<file path="src/rtl/uart_tx_ctrl.sv">
// Buffered 8N1 UART transmitter: CPU pushes bytes into a circular FIFO and the FSM
// drains it LSB-first at a fixed baud divisor, with back-to-back frames and no idle gap.
module uart_tx_ctrl #(
  parameter int CLKS_PER_BIT = 868,
  parameter int FIFO_AW      = 4
) (
  input  logic               sysclk,
  input  logic               cpu_resetn,
  input  logic               wr_en,
  input  logic [7:0]         wr_data,
  input  logic               clr_ovf,
  output logic               full,
  output logic               busy,
  output logic               overflow,
  output logic [FIFO_AW:0]   fifo_count,
  output logic               uart_tx,
  output logic [1:0]         dbg_state
);

  localparam logic [1:0] IDLE  = 2'd0;
  localparam logic [1:0] START = 2'd1;
  localparam logic [1:0] DATA  = 2'd2;
  localparam logic [1:0] STOP  = 2'd3;

  localparam int               DEPTH_I = 1 << FIFO_AW;
  localparam logic [FIFO_AW:0] DEPTH   = (FIFO_AW+1)'(DEPTH_I);
  localparam logic [15:0]      BIT_END = 16'(CLKS_PER_BIT - 1);

  logic [7:0]         fifo_mem_q [DEPTH_I];
  logic [FIFO_AW-1:0] wr_ptr_q, wr_ptr_d, rd_ptr_q, rd_ptr_d;
  logic [FIFO_AW:0]   count_q, count_d;
  logic [1:0]         state_q, state_d;
  logic [15:0]        cnt_q, cnt_d;
  logic [2:0]         bit_q, bit_d;
  logic [7:0]         shift_q, shift_d;
  logic               full_q, full_d, busy_q, busy_d, ovf_q, ovf_d, tx_q, tx_d;
  logic               push, pop, bit_end;

  always_comb begin
    // full_q is the pre-edge view, so a write in a pop cycle is still dropped when full
    push    = wr_en && !full_q;
    pop     = 1'b0;
    bit_end = (cnt_q == BIT_END);
    state_d = state_q;
    cnt_d   = cnt_q + 16'd1;
    bit_d   = bit_q;
    shift_d = shift_q;
    case (state_q)
      IDLE: begin
        cnt_d = '0;
        if (count_q != '0) begin
          pop     = 1'b1;
          state_d = START;
        end
      end
      START: begin
        if (bit_end) begin
          state_d = DATA;
          cnt_d   = '0;
          bit_d   = '0;
        end
      end
      DATA: begin
        if (bit_end) begin
          cnt_d   = '0;
          shift_d = {1'b0, shift_q[7:1]};
          bit_d   = bit_q + 3'd1;
          if (bit_q == 3'd7) state_d = STOP;
        end
      end
      STOP: begin
        if (bit_end) begin
          cnt_d = '0;
          if (count_q != '0) begin
            pop     = 1'b1;
            state_d = START;
          end else begin
            state_d = IDLE;
          end
        end
      end
      default: begin
        state_d = IDLE;
        cnt_d   = '0;
      end
    endcase
    if (pop) shift_d = fifo_mem_q[rd_ptr_q];

    wr_ptr_d = push ? wr_ptr_q + FIFO_AW'(1) : wr_ptr_q;
    rd_ptr_d = pop  ? rd_ptr_q + FIFO_AW'(1) : rd_ptr_q;
    case ({push, pop})
      2'b10:   count_d = count_q + (FIFO_AW+1)'(1);
      2'b01:   count_d = count_q - (FIFO_AW+1)'(1);
      default: count_d = count_q;
    endcase

    if (wr_en && full_q)  ovf_d = 1'b1;
    else if (clr_ovf)     ovf_d = 1'b0;
    else                  ovf_d = ovf_q;

    full_d = (count_d == DEPTH);
    busy_d = (state_d != IDLE) || (count_d != '0);
    case (state_d)
      START:   tx_d = 1'b0;
      DATA:    tx_d = shift_d[0];
      default: tx_d = 1'b1;
    endcase
  end

  always_ff @(posedge sysclk or negedge cpu_resetn) begin
    if (!cpu_resetn) begin
      state_q  <= IDLE;
      cnt_q    <= '0;
      bit_q    <= '0;
      shift_q  <= '0;
      wr_ptr_q <= '0;
      rd_ptr_q <= '0;
      count_q  <= '0;
      full_q   <= 1'b0;
      busy_q   <= 1'b0;
      ovf_q    <= 1'b0;
      tx_q     <= 1'b1;
    end else begin
      state_q  <= state_d;
      cnt_q    <= cnt_d;
      bit_q    <= bit_d;
      shift_q  <= shift_d;
      wr_ptr_q <= wr_ptr_d;
      rd_ptr_q <= rd_ptr_d;
      count_q  <= count_d;
      full_q   <= full_d;
      busy_q   <= busy_d;
      ovf_q    <= ovf_d;
      tx_q     <= tx_d;
    end
  end

  // Storage needs no reset: emptiness is tracked by the pointers and count.
  always_ff @(posedge sysclk) begin
    if (push) fifo_mem_q[wr_ptr_q] <= wr_data;
  end

  assign full       = full_q;
  assign busy       = busy_q;
  assign overflow   = ovf_q;
  assign fifo_count = count_q;
  assign uart_tx    = tx_q;
  assign dbg_state  = state_q;

endmodule
</file>
<file path="config.mk">
export PLATFORM = sky130hd
export DESIGN_NAME = uart_tx_ctrl
export DESIGN_NICKNAME = d
export VERILOG_FILES = /design/src/rtl/uart_tx_ctrl.sv
export SDC_FILE = /design/constraint.sdc
export NUM_CORES = 1
export LEC_CHECK = 0
export CAP_MARGIN = 20
export CORE_MARGIN = 2
export CORE_UTILIZATION = 40
export CTS_BUF_LIST = sky130_fd_sc_hd__clkbuf_16
export CTS_CLUSTER_SIZE = 28
export DETAILED_ROUTE_END_ITERATION = 10
export PLACE_DENSITY = 0.52
export SETUP_SLACK_MARGIN = 0.3
export SLEW_MARGIN = 20
export SYNTH_ARGS = -nofsm -noshare
export SYNTH_HDL_FRONTEND = slang
export SYNTH_SLANG_ARGS = --single-unit
</file>
<file path="constraint.sdc">
create_clock -name sysclk -period 4.15 [get_ports sysclk]
set_input_delay 0.415 -clock sysclk [delete_from_list [all_inputs] [get_ports sysclk]]
set_output_delay 0.415 -clock sysclk [all_outputs]
set_load 0.01 [all_outputs]
</file>
==> out/qor.txt, run 1 <==
Vias in the first global route: 3979
Remaining global-route overflow: 0
Final Net Count: 510
Filler cells: 1573
Normalized max-slew margin: 59.0%
Beginning of the critical path: cnt_q[12]
WL per Instance: 19.1 um
DRT Pass-1 Iters: 6
Metal2 WL: 6.66 mm
DR top layer: met4
Clock-pin slew on the worst setup and hold paths: 0.07 ns
Prevailing post-synth register cell: edfxtp_1
CP Class: register to register
Remaining antenna violation count: 0
Final Hold Fails: 0
Power Total: 4.17 mW
Max Slew Vio Count: 0
Tcrit/Tclk final: 87.8%
Register area share after synthesis: 66.9%
Synth cell types: 58
Inserted Clock Buffers: 17
Fraction of registers with async set/reset: 26.4%
Layout overhead on the synthesized area: 13.8%
Die height: 141 um
Mean Syn Cell Area: 16.5 um^2
# diodes: 0
DIE WIDTH: 141 um
Wl on met1: 6.67 mm
Setup_tns: 0 ns
Global-route wire length before repair: 22.7 mm
Clock buffer depth: 2
Maxcap violations: 0
Total number of vias: 3814
Largest net degree at the start of global routing: 47
Yosys warning count: 0
CP arrival: 3.93 ns
Gr usage total: 15.4%
Yosys reg bits: 174
Drt via density: 5.27
Critical Path End: busy
Count of input and output buffers: 22
Rows: 49
Leak Pwr: 3.02 nW
Clock Root Buffer: clkbuf_16
H-tree depth: 4
Initial DRC Count: 217
Worst VDD drop: 0.000277 V
Final GP Congestion: 0.767
Reg2Reg Depth: 12
Initial Utilization: 41.1%
CTS tree: yes
Synth Instances: 452
FF-to-FF Start: cnt_q[12]
DRC viols: 0
Core Area: 0.0181 mm^2
Synthesized netlist net count: 479
Unrepaired setup endpoints after global routing: no
Mapped Area: 0.00746 mm^2
Reg2Reg Setup Slack: 0.51 ns
Die area: 0.0198 mm^2
Leading cell type in the layout, fill and taps excluded: edfxtp_1
Worst Tran Pin Value: 0.614 ns
Clock latency on the worst-skew pair: 0.42 ns
Sink Count: 174
R2R Path End: busy
Layout Skew: 0.00786 ns
Worst setup EP type: register
Peak Freq: 0.274 GHz
DP Wirelength: 9.76 mm
Routed WL: 13.8 mm
PD cells: 491 mW/mm^2
Share of cells above drive strength 1: 19.8%
Most frequent cells in the layout: edfxtp_1 (128), dfrtp_1 (44), mux4_2 (40)
Register area: 0.00500 mm^2
Number of synthesized flops with an enable pin: 128
Boundary Pins: 23
Initial antenna violation count: 0
Worst hold path type: input port to asynchronous set/reset pin
Fin crit period: 3.64 ns
Crit path required time: 4.44 ns
Status: finished, final reports clean
Met3 wire length: 384 um
Critical Path Start Type: register
Setup-failing EPs final: 0
Multi-input gate area: 0.00233 mm^2
Crit-path max FO: 8
==> cell type report <==
type,instances,area share (%)
multi-input cells,248,27.4
clock buffers,17,5.01
repair buffers,30,3.24
flip-flops and latches,174,58.9
well taps,229,3.37
clock inverters,14,1.55
inverters,12,0.545
==> metal layers <==
layer / GRT usage (%) / vias to the layer above
met1: 21.5 / 1960
met4: 3.95 / 0
li1: - / 1793
met5: 0 / -
met3: 3.87 / 8
met2: 24.4 / 53
==> synth_stat cells (4+ instances only) <==
library cell / n / area [um^2]
mux2i_1: 7 / 70.1
nand2_1: 24 / 90.1
clkbuf_1: 7 / 26.3
edfxtp_1: 128 / 3840
o21ai_0: 8 / 40.0
dfrtp_1: 45 / 1130
inv_1: 11 / 41.3
buf_2: 5 / 25.0
nand4_1: 6 / 37.5
a21oi_1: 14 / 70.1
nor2_1: 35 / 131
mux4_2: 40 / 901
ha_1: 15 / 188
or3_1: 4 / 25.0
xor2_1: 13 / 114
nor3_1: 4 / 20.0
xnor2_1: 11 / 96.3
and2_1: 17 / 106
nand3_1: 10 / 50.1
==> how the worst min path moves through the flow <==
| stage | from | to | depth (start not counted) | slack [ns] |
|---|---|---|---|---|
| 6_report | cpu_resetn | cnt_q[6] | 2 | 0.09 |
| 5_1_grt | cpu_resetn | cnt_q[6] | 2 | 0.12 |
| 4_1_cts | cpu_resetn | cnt_q[5] | 2 | 0.11 |
| 3_5_place_dp | bit_q[1] | bit_q[1] | 2 | 0.46 |
| 3_3_place_gp | bit_q[1] | bit_q[1] | 2 | 0.46 |
| 2_1_floorplan | cpu_resetn | bit_q[0] | 0 | 0.12 |
==> flip-flops by register name, summed over array words and instances, names as in the netlist <==
register,flops
fifo_count,5
busy,1
dbg_state,2
full,1
overflow,1
wr_ptr_q,4
bit_q,3
fifo_mem_q,128
cnt_q,16
uart_tx,1
shift_q,8
rd_ptr_q,4
==> timing repair <==
item | in CTS | in global routing
hold buffers | 0 | 0
resized for setup | 0 | 1
endpoints found under the setup margin | 0 | 1
buffers inserted | 0 | 1
==> per-stage QoR <==
step	util (%)	hold slack [ns]	setup slack, ns	std cells	cell area, um^2
after floorplan	-	0.119	0.518	452	7460
after global placement	43.7	0.460	0.390	692	7920
after detailed placement	43.7	0.465	0.373	692	7920
after CTS	46.7	0.108	0.346	723	8480
after global routing	46.8	0.120	0.344	724	8490
final	46.8	0.0903	0.505	724	8490
==> where the power goes <==
part | switching, mW | internal (mW)
clock | 0.680 | 0.836
combinational | 0.278 | 0.221
sequential | 0.106 | 2.05
==> cell families (layout without fill, tap and decap cells) <==
| group | count (synthesis) | in the layout | share of synthesized area [%] |
|---|---|---|---|
| flops | 174 | 174 | 66.9 |
| simple gates | 124 | 124 | 9.22 |
| mux | 49 | 49 | 13.3 |
| compound gates | 36 | 36 | 3.30 |
| buf+inv | 30 | 73 | 1.89 |
| xor+xnor | 24 | 24 | 2.82 |
| fa+ha+maj | 15 | 15 | 2.51 |
==> worst max-delay path, cell delays in order, from the launching register on <==
cell,delay [ns]
dfrtp_1,0.43
or4_1,0.60
nor4_4,0.32
a21oi_1,0.11
or3_1,0.35
clkinv_2,0.11
ha_2,0.24
a21oi_1,0.11
a21o_2,0.21
a21oi_2,0.14
xnor2_1,0.10
or4b_1,0.49
or3_1,0.31
Note: power is estimated with default switching activity, not from simulation.
==> inputs of run 2 (changes only) <==
--- a/config.mk
+++ b/config.mk
@@ -7,11 +7,11 @@
 export LEC_CHECK = 0
 export CAP_MARGIN = 20
 export CORE_MARGIN = 2
-export CORE_UTILIZATION = 40
+export CORE_UTILIZATION = 52
 export CTS_BUF_LIST = sky130_fd_sc_hd__clkbuf_16
 export CTS_CLUSTER_SIZE = 28
 export DETAILED_ROUTE_END_ITERATION = 10
-export PLACE_DENSITY = 0.52
+export PLACE_DENSITY = 0.65
 export SETUP_SLACK_MARGIN = 0.3
 export SLEW_MARGIN = 20
 export SYNTH_ARGS = -nofsm -noshare
==> run 2 against run 1 <==
  * The run now ends with hold timing left
  * Total power shrank 1.2%
  * Non-clock buffer count is 1 lower
  * Sequential share of layout area grew 0.52 points
  * Sequential power hardly changed
  * Utilization grew 14 points
  * First-iteration DRC count is 76% higher
  * Combinational power up 1%
  * Critical path type unchanged
  * Largest power group unchanged
  * Highest routed layer unchanged
==> out/qor.txt, run 2 (same netlist as run 1, synthesis figures left out) <==
Crit path required time: 4.46 ns (+0.02 ns)
Clock latency on the worst-skew pair: 0.43 ns (about the same)
H-tree depth: 4 (unchanged)
Initial antenna violation count: 0 (unchanged)
Register area: 0.00500 mm^2 (unchanged)
Unrepaired setup endpoints after global routing: no
Share of cells above drive strength 1: 19.6% (-0.20 points)
DP Wirelength: 9.31 mm (-4.6%)
Final Net Count: 509 (-0.20%)
Hold-fix buffers at CTS: 0 (unchanged)
Worst hold path type: input port to asynchronous set/reset pin
Max reg flops: 128 (unchanged)
Clock Root Buffer: clkbuf_16
Leading cell type in the layout, fill and taps excluded: edfxtp_1
Delay-heaviest family, CP: simple AND/OR/NAND/NOR gates
Crit-path max FO: 8 (unchanged)
CP arrival: 3.94 ns (about the same)
Vias in the first global route: 4017 (+0.96%)
DRT Pass-1 Iters: 4 (-2)
WL per Instance: 20.3 um (+6.3%)
NetSw: 1.07 mW (+0.62%)
Layout overhead on the synthesized area: 12.8%
Fin crit period: 3.63 ns (-0.0153 ns)
Cells after DPL: 642 (-7.2%)
Max Slew Vio Count: 0 (unchanged)
Die area: 0.0153 mm^2 (-22%)
Rows: 43 (-12%)
Clock buffer depth: 2 (unchanged)
Remaining antenna violation count: 0 (unchanged)
Most frequent cells in the layout: edfxtp_1 (128), dfrtp_1 (44), mux4_2 (40)
Tcrit/Tclk final: 87.5% (-0.37 points)
Gate power share: 12.2% (+0.2 points)
Gr usage total: 20.3% (+4.9 points)
DRC viols: 0 (unchanged)
Final Hold Fails: 9 (+9)
Boundary Pins: 23 (unchanged)
Biggest regs: fifo_mem_q (128), cnt_q (16), shift_q (8)
DR top layer: met4
Layout Cells excl Fill: 675 (-6.8%)
Worst path cell trace: or4_1 > nor4_4 > a21oi_1 > or3_1 > clkinv_2 > ha_4 > a21oi_1 > a21o_2 > a21oi_2 > xnor2_1 > or4b_1 > or3_1
Total number of vias: 3860 (+1.2%)
Remaining global-route overflow: 0 (unchanged)
Switching share of total power: 26.0% (+0.48 points)
CP Class: register to register
Layout Skew: 0.00754 ns (-0.000323 ns)
Count of input and output buffers: 22 (unchanged)
Metal2 WL: 6.61 mm (-0.81%)
Seq pwr share: 52.3% (+0.6 points)
Inserted Clock Buffers: 17 (unchanged)
Filler cells: 1036 (-34%)
Initial Utilization: 53.6% (+12 points)
Worst setup EP type: register
Failing checks: hold timing
# diodes: 0 (unchanged)
Routed WL: 13.7 mm (-0.90%)
PD cells: 489 mW/mm^2 (-0.38%)
CTS tree: yes
Core Area: 0.0139 mm^2 (-23%)
Maxcap violations: 0 (unchanged)
Internal power: 3.05 mW (-1.9%)
Clock-pin slew on the worst setup and hold paths: 0.06 ns (about the same)
Worst Tran Pin Value: 1.07 ns (+0.455 ns)
Top reg by flops: fifo_mem_q
CP max stage cell: or4_1
Peak Freq: 0.276 GHz (+0.42%)
Drt via density: 5.72 (+8.6%)
CP peak stage delay: 0.60 ns (about the same)
Met3 wire length: 637 um (+66%)
Worst VDD drop: 0.000368 V (+33%)
Sink Count: 174 (unchanged)
DIE WIDTH: 124 um (-12%)
Global-route wire length before repair: 22.2 mm (-2.5%)
Hold WS: -0.0110 ns (-0.101 ns)
Multi-input gate area: 0.00234 mm^2 (+0.43%)
Setup-failing EPs final: 0 (unchanged)
Normalized max-slew margin: 28.7% (-30 points)
Clk pwr share: 35.4% (-1.0 points)
Status: finished with violations
Final GP Congestion: 0.816 (+6.5%)
Critical Path Start Type: register
Worst path buffer plus inverter count: 1 (unchanged)
Setup_tns: 0 ns (unchanged)
Leak Pwr: 3.01 nW (-0.25%)
Initial DRC Count: 382 (+76%)
Die height: 124 um (-12%)
Wl on met1: 6.27 mm (-6.0%)
Largest net degree at the start of global routing: 47 (unchanged)
-- run 2: per-stage QoR --
step	worst slack (ns)	hold WS (ns)	cell area [um^2]	power [mW]	util, %
global route	0.357	0.0323	8420	4.29	60.4
finish	0.520	-0.0110	8420	4.12	60.4
floorplan	0.518	0.119	7460	2.49	-
detailed placement	0.290	0.469	7860	2.70	56.4
CTS	0.376	0.193	8400	4.15	60.3
global placement	0.409	0.458	7860	2.68	56.4
-- run 2: layout make-up --
cell class	instances	share of cell area (%)
Sequential cell	174	59.4
Multi-Input combinational cell	248	27.8
Clock buffer	17	5.05
Timing Repair Buffer	29	3.21
Tap cell	180	2.68
Clock inverter	15	1.35
Inverter	12	0.550
-- run 2: routing by layer --
metal	vias up	track usage (%)
li1	1791	-
met1	1980	28.8
met2	77	31.2
met3	12	4.72
met4	0	7.32
met5	-	0
-- run 2: worst paths after layout --
kind	from	to	slack [ns]	cells after the start
max in group asynchronous	cpu_resetn	rd_ptr_q[0]	3.73	1
min in group sysclk	bit_q[1]	bit_q[1]	0.48	2
min reg2reg	bit_q[1]	bit_q[1]	0.48	2
min	cpu_resetn	cnt_q[2]	-0.01	1
max	cnt_q[12]	busy	0.52	12
max reg2reg	cnt_q[12]	busy	0.52	12
-- run 2: power by group through the flow --
stage	logic, mW	clock network, mW	registers (mW)
global route	0.555	1.56	2.17
detailed placement	0.508	0	2.19
global placement	0.497	0	2.18
CTS	0.509	1.49	2.15
floorplan	0.320	0	2.17
finish	0.504	1.46	2.16
-- run 2: worst reg2reg max path, stage by stage, from the launching register on --
cell and delay (ns):
dfrtp_1 0.44, or4_1 0.60, nor4_4 0.33, a21oi_1 0.11, or3_1 0.35, clkinv_2 0.12
ha_4 0.18, a21oi_1 0.10, a21o_2 0.22, a21oi_2 0.14, xnor2_1 0.11, or4b_1 0.50
or3_1 0.32
-- run 2: what timing repair did --
item                       4_1_cts  5_1_grt
setup buffers                    1        0
gates resized for setup          0        2
setup endpoints to repair        1        1
pin swaps                        1        0
==> inputs of run 3 (changes only) <==
--- a/config.mk
+++ b/config.mk
@@ -13,7 +13,7 @@
 export DETAILED_ROUTE_END_ITERATION = 10
 export PLACE_DENSITY = 0.65
 export SETUP_SLACK_MARGIN = 0.3
-export SLEW_MARGIN = 20
+export SLEW_MARGIN = 15
 export SYNTH_ARGS = -nofsm -noshare
 export SYNTH_HDL_FRONTEND = slang
 export SYNTH_SLANG_ARGS = --single-unit
==> results of run 3 <==
No change in the layout: final DEF, timing and power equal those of run 2.
